[config.mk]
export PLATFORM = sky130hd
export DESIGN_NAME = mux_rr_arbiter
export DESIGN_NICKNAME = d
export VERILOG_FILES = /design/src/rtl/mux_arb_pkg.sv /design/src/rtl/mux_onehot.sv /design/src/rtl/mux_rr_arbiter.sv
export SDC_FILE = /design/constraint.sdc
export NUM_CORES = 1
export LEC_CHECK = 0
export CORE_ASPECT_RATIO = 1.4
export CORE_MARGIN = 5
export CORE_UTILIZATION = 36
export CTS_CLUSTER_DIAMETER = 80
export DETAILED_ROUTE_END_ITERATION = 8
export GPL_TIMING_DRIVEN = 0
export HOLD_SLACK_MARGIN = 0.12
export PLACE_DENSITY_LB_ADDON = 0.05
export SLEW_MARGIN = 15
export SYNTH_ARGS = -nofsm -noshare
export SYNTH_HDL_FRONTEND = slang
export SYNTH_SLANG_ARGS = --single-unit
[constraint.sdc]
create_clock -name clk -period 6.4 [get_ports clk]
set_clock_uncertainty 0.15 [all_clocks]
set_input_delay 1.28 -clock clk [delete_from_list [all_inputs] [get_ports clk]]
set_output_delay 1.28 -clock clk [all_outputs]
set_load 0.02 [all_outputs]
[src/rtl/mux_arb_pkg.sv]
// Shared definitions for the round-robin mux arbiter: state encoding and a
// ceiling-log2 helper used to size the priority pointer.
package mux_arb_pkg;

    typedef enum logic {
        ST_IDLE  = 1'b0,
        ST_GRANT = 1'b1
    } state_e;

    function automatic int clog2(input int v);
        int r;
        r = 0;
        while ((1 << r) < v) r++;
        return r;
    endfunction

endpackage

[src/rtl/mux_onehot.sv]
// N:1 one-hot AND-OR multiplexer; the output is zero when no select bit is set.
module mux_onehot #(
    parameter int N = 4,
    parameter int W = 8
) (
    input  logic [N-1:0]   sel_i,
    input  logic [N*W-1:0] data_i,
    output logic [W-1:0]   data_o
);

    always_comb begin
        data_o = '0;
        for (int i = 0; i < N; i++) begin
            if (sel_i[i]) data_o = data_o | data_i[i*W +: W];
        end
    end

endmodule

[src/rtl/mux_rr_arbiter.sv]
// Round-robin arbiter that owns the select of an N:1 valid/ready mux, holding
// the grant for a whole burst and rotating priority after each last beat.
module mux_rr_arbiter
    import mux_arb_pkg::*;
#(
    parameter int N = 4,
    parameter int W = 8
) (
    input  logic           clk,
    input  logic           rst,
    input  logic [N-1:0]   in_valid,
    input  logic [N*W-1:0] in_data,
    input  logic [N-1:0]   in_last,
    output logic [N-1:0]   in_ready,
    output logic           out_valid,
    output logic [W-1:0]   out_data,
    output logic           out_last,
    input  logic           out_ready,
    output logic [N-1:0]   grant,
    output logic           busy
);

    localparam int PW = (clog2(N) < 1) ? 1 : clog2(N);

    state_e        state_q, state_d;
    logic [PW-1:0] ptr_q, ptr_d;
    logic [PW-1:0] gidx_q, gidx_d;
    logic [N-1:0]  grant_q, grant_d;

    logic [N-1:0]  rot;
    logic [PW-1:0] off;
    logic [PW:0]   sum_w;
    logic [PW-1:0] pick;
    logic [N-1:0]  pick_oh;
    logic          xfer_last;

    // Rotate requests so bit 0 is the current priority holder, find the
    // lowest set bit, then rotate the index back into requester space.
    always_comb begin
        rot   = N'({in_valid, in_valid} >> ptr_q);
        off   = '0;
        for (int j = N - 1; j >= 0; j--) begin
            if (rot[j]) off = PW'(j);
        end
        sum_w = {1'b0, ptr_q} + {1'b0, off};
        if (sum_w >= (PW+1)'(N)) sum_w = sum_w - (PW+1)'(N);
        pick    = sum_w[PW-1:0];
        pick_oh = {{(N-1){1'b0}}, 1'b1} << pick;
    end

    mux_onehot #(.N(N), .W(W)) u_mux_data (
        .sel_i  (grant_q),
        .data_i (in_data),
        .data_o (out_data)
    );

    mux_onehot #(.N(N), .W(1)) u_mux_valid (
        .sel_i  (grant_q),
        .data_i (in_valid),
        .data_o (out_valid)
    );

    mux_onehot #(.N(N), .W(1)) u_mux_last (
        .sel_i  (grant_q),
        .data_i (in_last),
        .data_o (out_last)
    );

    assign in_ready  = grant_q & {N{out_ready}};
    assign grant     = grant_q;
    assign busy      = (state_q == ST_GRANT);
    assign xfer_last = out_valid & out_ready & out_last;

    always_comb begin
        state_d = state_q;
        ptr_d   = ptr_q;
        gidx_d  = gidx_q;
        grant_d = grant_q;
        case (state_q)
            ST_IDLE: begin
                if (|in_valid) begin
                    state_d = ST_GRANT;
                    grant_d = pick_oh;
                    gidx_d  = pick;
                end
            end
            ST_GRANT: begin
                if (xfer_last) begin
                    state_d = ST_IDLE;
                    grant_d = '0;
                    ptr_d   = (gidx_q == PW'(N - 1)) ? '0 : gidx_q + PW'(1);
                end
            end
            default: begin
                state_d = ST_IDLE;
                grant_d = '0;
            end
        endcase
    end

    always_ff @(posedge clk) begin
        if (rst) begin
            state_q <= ST_IDLE;
            ptr_q   <= '0;
            gidx_q  <= '0;
            grant_q <= '0;
        end else begin
            state_q <= state_d;
            ptr_q   <= ptr_d;
            gidx_q  <= gidx_d;
            grant_q <= grant_d;
        end
    end

endmodule

Word-level counts from Yosys, hierarchy flattened
Index checks and enable logic that the tools add are counted.
{ "word_totals": {"ff_bits": 9, "output_inout_bits": 19, "wordCells": 54} }
{ "classes": {"addsub": 3, "order_cmp": 1, "eq_ne": 3, "shift": 2, "n_mux": 24, "bitwise_logic": 13, "reduce_logical": 4} }
{ "op_table": {"columns": ["op", "n"], "rows": [
  ["$mux W8", 4],
  ["$or A8 B8 Y8", 3],
  ["$mux W2", 6],
  ["$mux W1", 10],
  ["$mux W4", 2],
  ["$pmux W4 S2", 1],
  ["$shr A8 B2 Y4", 1],
  ["$or A1 B1 Y1", 6],
  ["$reduce_and A2 Y1", 3],
  ["$and A4 B4 Y4", 1],
  ["$reduce_or A4 Y1", 1],
  ["$shl A1 B2 Y4 const A", 1],
  ["$add A2 B2 Y3", 1],
  ["$ge A3 B3 Y1 const B", 1],
  ["$add A2 B1 Y2 const B", 1],
  ["$and A1 B1 Y1", 2],
  ["$eq A2 B2 Y1 const B", 1],
  ["$ne A2 B1 Y1 const B", 1],
  ["$ne A2 B2 Y1 const B", 1],
  ["$pmux W1 S2", 1],
  ["$sub A2 B1 Y2 const B", 1],
  ["$not A1 Y1", 1]
]} }

Logic depth before layout (Yosys ltp)
{ "logic_depth": {"ltp_word": 11, "depth_mapped": 8, "depth_no_buf": 8} }

Hierarchy
A second synthesis with hierarchy kept.
{ "hier_totals": {"cells_unflattened": 105, "hier_area_um2": 837.1} }
{ "modules_own_cells": {"columns": ["module", "instances", "cells_per_inst", "area_per_inst_um2", "seq_area_each_um2"], "rows": [
  ["mux_rr_arbiter", 1, 71, 605.6, 180.2],
  ["mux_onehot at u_mux_data", 1, 28, 193.9, 0.0],
  ["mux_onehot at u_mux_last ...", 2, 3, 18.8, 0.0]
]} }

Least setup slack after synthesis
OpenSTA, ideal clock, no wires.
{ "synth_timing": {"kind": "in2out", "from": "in in_valid[2]", "to": "out out_valid", "t_arrival_ns": 1.722, "required_time_ns": 4.970, "setup_slack_ns": 3.248, "cell_stages": 3, "path_buffers": 1, "path_cell_list": "buf_6 a22oi_2 nand2_1"} }
{ "synth_between": {"elab_chain_len": 4} }
{ "synth_lines": {"columns": ["item", "line_no", "text"], "rows": [
  ["start, declared", "mux_rr_arbiter.sv:11", "input logic [N-1:0] in_valid,"],
  ["$or A1 B1 Y1 *", "mux_onehot.sv:14", "if (sel_i[i]) data_o = data_o | data_i[i*W +: W];"],
  ["$mux W1 *", "mux_onehot.sv:14", null],
  ["$or A1 B1 Y1", "mux_onehot.sv:14", null],
  ["$mux W1 *", "mux_onehot.sv:14", null],
  ["end, declared", "mux_rr_arbiter.sv:15", "output logic out_valid,"]
]} }
Every way passes the cells marked *; elsewhere a longest branch is shown, timed or not.

Worst setup path in the final report
{ "layout_timing": {"from": "in in_valid[1]", "to": "out out_valid"} }
{ "layout_between": {"elab_chain_len": 6} }
{ "layout_lines": {"columns": ["item", "line_no"], "rows": [
  ["$or A1 B1 Y1 *", "mux_onehot.sv:14"],
  ["$mux W1 *", "mux_onehot.sv:14"],
  ["$or A1 B1 Y1", "mux_onehot.sv:14"],
  ["$mux W1 *", "mux_onehot.sv:14"],
  ["$or A1 B1 Y1", "mux_onehot.sv:14"],
  ["$mux W1 *", "mux_onehot.sv:14"]
]} }
Marked as above.

==> run_results.csv <==
group,metric,value,unit
synth,syn_area,812,µm²
routing,vias_per_cell,5.59,
synth,yosys_register_bits,9,
run,drv_cap,0,
critical_path,r2r_start,"ptr_q[0]",
critical_path,cp-end-kind,"output port",
routing,drt-total-wl,2790,µm
critical_path,slowest_delay,620,ps
run_status,run_status,"finished, final reports clean",
synth,synth.top_cell.area_share,22.2,%
clocking,cts_root_buffer,"clkbuf_4",
synth,yosysSeqAreaShare,22.2,%
clocking,clk_pin_slew,60,ps
clocking,cts_max_level,1,
power_and_ir_drop,power_density,134,nW/µm²
power_and_ir_drop,power,193,µW
global_routing,overflow,0,
clocking,cts.sinks,9,
routing,initialDrtViolationCount,26,
timing,slew_headroom,59.9,%
synth,synth_edf_count,0,
synth,avgSynthCellArea,8.20,µm²
routing,first_pass_iters,5,
synth,synth_cell_types,35,
timing,setup_viol,0,
timing,rsz0062_at_grt,"false",
global_routing,grt_pass1_vias,1150,
timing,clock.fmax,239,MHz
hold_path,min-delay-start,"gidx_q[1]",
place,gp_congestion,0.748,
die,dieWidth,50.1,µm
timing,min_period,4190,ps
routing,routed-via-count,1023,
timing,tightest_slew,599,ps
layout,nFillCells,190,
critical_path,path_class,"input port to output port",
global_routing,grt_max_degree,11,
synth,yosys.area.top_type,"dfxtp_1",
layout,area_growth,78.1,%
critical_path,crit_family,"buffers and inverters",
clocking,post_cts_resized,0,
die,die_height,66.2,µm
clocking,worstSkewPairLatency,260,ps
die,die_area,3320,µm²
place,dp_hpwl,2340,µm
synth,async_reset_ff_share,0,%
critical_path,required,4970,ps
power_and_ir_drop,ir_worst_vdd,82.0,µV
die,rows,20,
routing,post_drt_wl_per_cell,15.2,µm
clocking,clock_path_buffers,2,
synth,yosysWarnings,0,
critical_path,critical-path-slowest-cell,"clkdlybuf4s50_1",
critical_path,cp_num_buf_inv,2,
critical_path,cp-start-kind,"input port",
critical_path,cp_max_fo,7,
power_and_ir_drop,power.static_leakage,0.000553,µW
critical_path,r2r_slack,4050,ps
synth,syn_nets,144,
place,port_buffers,58,
routing,drcViolationCount,0,
global_routing,grt_usage,17.1,%
routing,ant_nets,0,
timing,hold_viol_final,0,
timing,post-route-period-util,65.4,%
clocking,postCtsHoldBufs,0,
layout,drive_above_1_share,10.6,%
synth,synth.area.top_cells,"dfxtp_1 (22%), a22oi_1 (18%), nand2_1 (5.5%)",
critical_path,path_cells,"clkdlybuf4s50_1, a22oi_1, nand2_1, clkdlybuf4s50_1",
die,start_util,37.3,%
clocking,cts_tree,"done",
timing,tns,0,ps
clocking,cts_buffers,3,
critical_path,startpoint,"in_valid[1]",
layout,antenna_cells,0,
hold_path,hold_path_class,"flip-flop to flip-flop",
timing,slew_viol_final,0,
critical_path,worstPathArrival,2760,ps
critical_path,cpMostUsedCell,"clkdlybuf4s50_1",
die,ios,62,
synth,synth_flop_cell,"dfxtp_1",
die,core_area,2180,µm²
global_routing,antenna_found_initial,0,
synth,synth_cells,99,
layout,final_nets,207,
clocking,postCtsSetupRepairBufs,0,
global_routing,grt_first_pass_wirelength,4520,µm
## cells in the mapped netlist (3+ instances only)
cell type  number
a22oi_1        19
nand2_1        12
nor2_1         11
dfxtp_1         9
and2_1          4
clkbuf_1        4
buf_6           3
mux2i_1         3
## worst register-to-register path, delay by kind of cell, from the launching register on
family / cells / cell delay, ps
compound gates: 2 / 420
fa+ha+maj: 1 / 200
flops: 1 / 320
simple gates: 1 / 670
buf+inv: 1 / 180
xor+xnor: 2 / 300
## where the power goes
group | total (µW) | internal, µW | switching, µW | leakage [µW]
Sequential | 61.6 | 58.8 | 2.81 | 0.0000737
Clock | 44.2 | 24.1 | 20.2 | 0.0000150
Combinational | 87.3 | 49.1 | 38.2 | 0.000465
## placed cells by master, fill, tap and decap left out, types with 2 or more instances in the layout
master,instances
nand2_1,12
mux2i_1,3
and2_1,4
nor2_1,11
nor3_1,2
inv_1,2
clkbuf_4,4
nor2b_1,2
o211ai_1,2
ha_1,2
nor2_2,2
clkbuf_1,5
a22oi_1,19
clkdlybuf4s50_1,58
o2bb2ai_1,2
buf_6,3
dfxtp_1,9
## registers in the layout, indices dropped and copies added (netlist names)
register  flops
ptr_q         2
grant         4
gidx_q        2
busy          1
## metrics by stage
step                hold slack, ps  setup WS [ps]  instances  utilization, %  area (µm²)
floorplan                      332           3250         99               -         812
global placement               343           2220        179            65.2        1420
detailed placement             352           2210        179            65.2        1420
CTS                            359           2210        183            66.4        1450
global route                   394           2130        183            66.4        1450
finish                         360           2210        183            66.4        1450
## final cells by class
type	instances	area [µm²]	area share [%]
Inverter	2	7.51	0.519
Sequential cell	9	180	12.5
Clock buffer	4	26.3	1.82
Timing Repair Buffer	58	581	40.1
Tap cell	22	27.5	1.90
Multi-Input combinational cell	79	564	39.0
Buffer	9	60.1	4.15
## logic make-up after synthesis
family	synth area share [%]
adder cells (fa/ha/maj)	3.08
AO/OA/AOI/OAI	34.1
AND/OR/NAND/NOR	25.6
XOR/XNOR	3.08
flip-flops	22.2
multiplexers	3.70
buffers and inverters	8.32
## final timing paths
check / endpoint / cells after the start
worst min register to register: gidx_q[1] / 2
worst min-delay path: gidx_q[1] / 2
worst max-delay path: out_valid / 4
worst max register to register: grant[1] / 7
## metal layers
| layer | GRT usage [%] | routed length [µm] |
|---|---|---|
| met1 | 13.7 | 885 |
| met2 | 34.3 | 1550 |
| met3 | 4.74 | 281 |
| met4 | 10.2 | 75 |
| met5 | 0 | 0 |
Note: power is estimated with default switching activity, not from simulation.
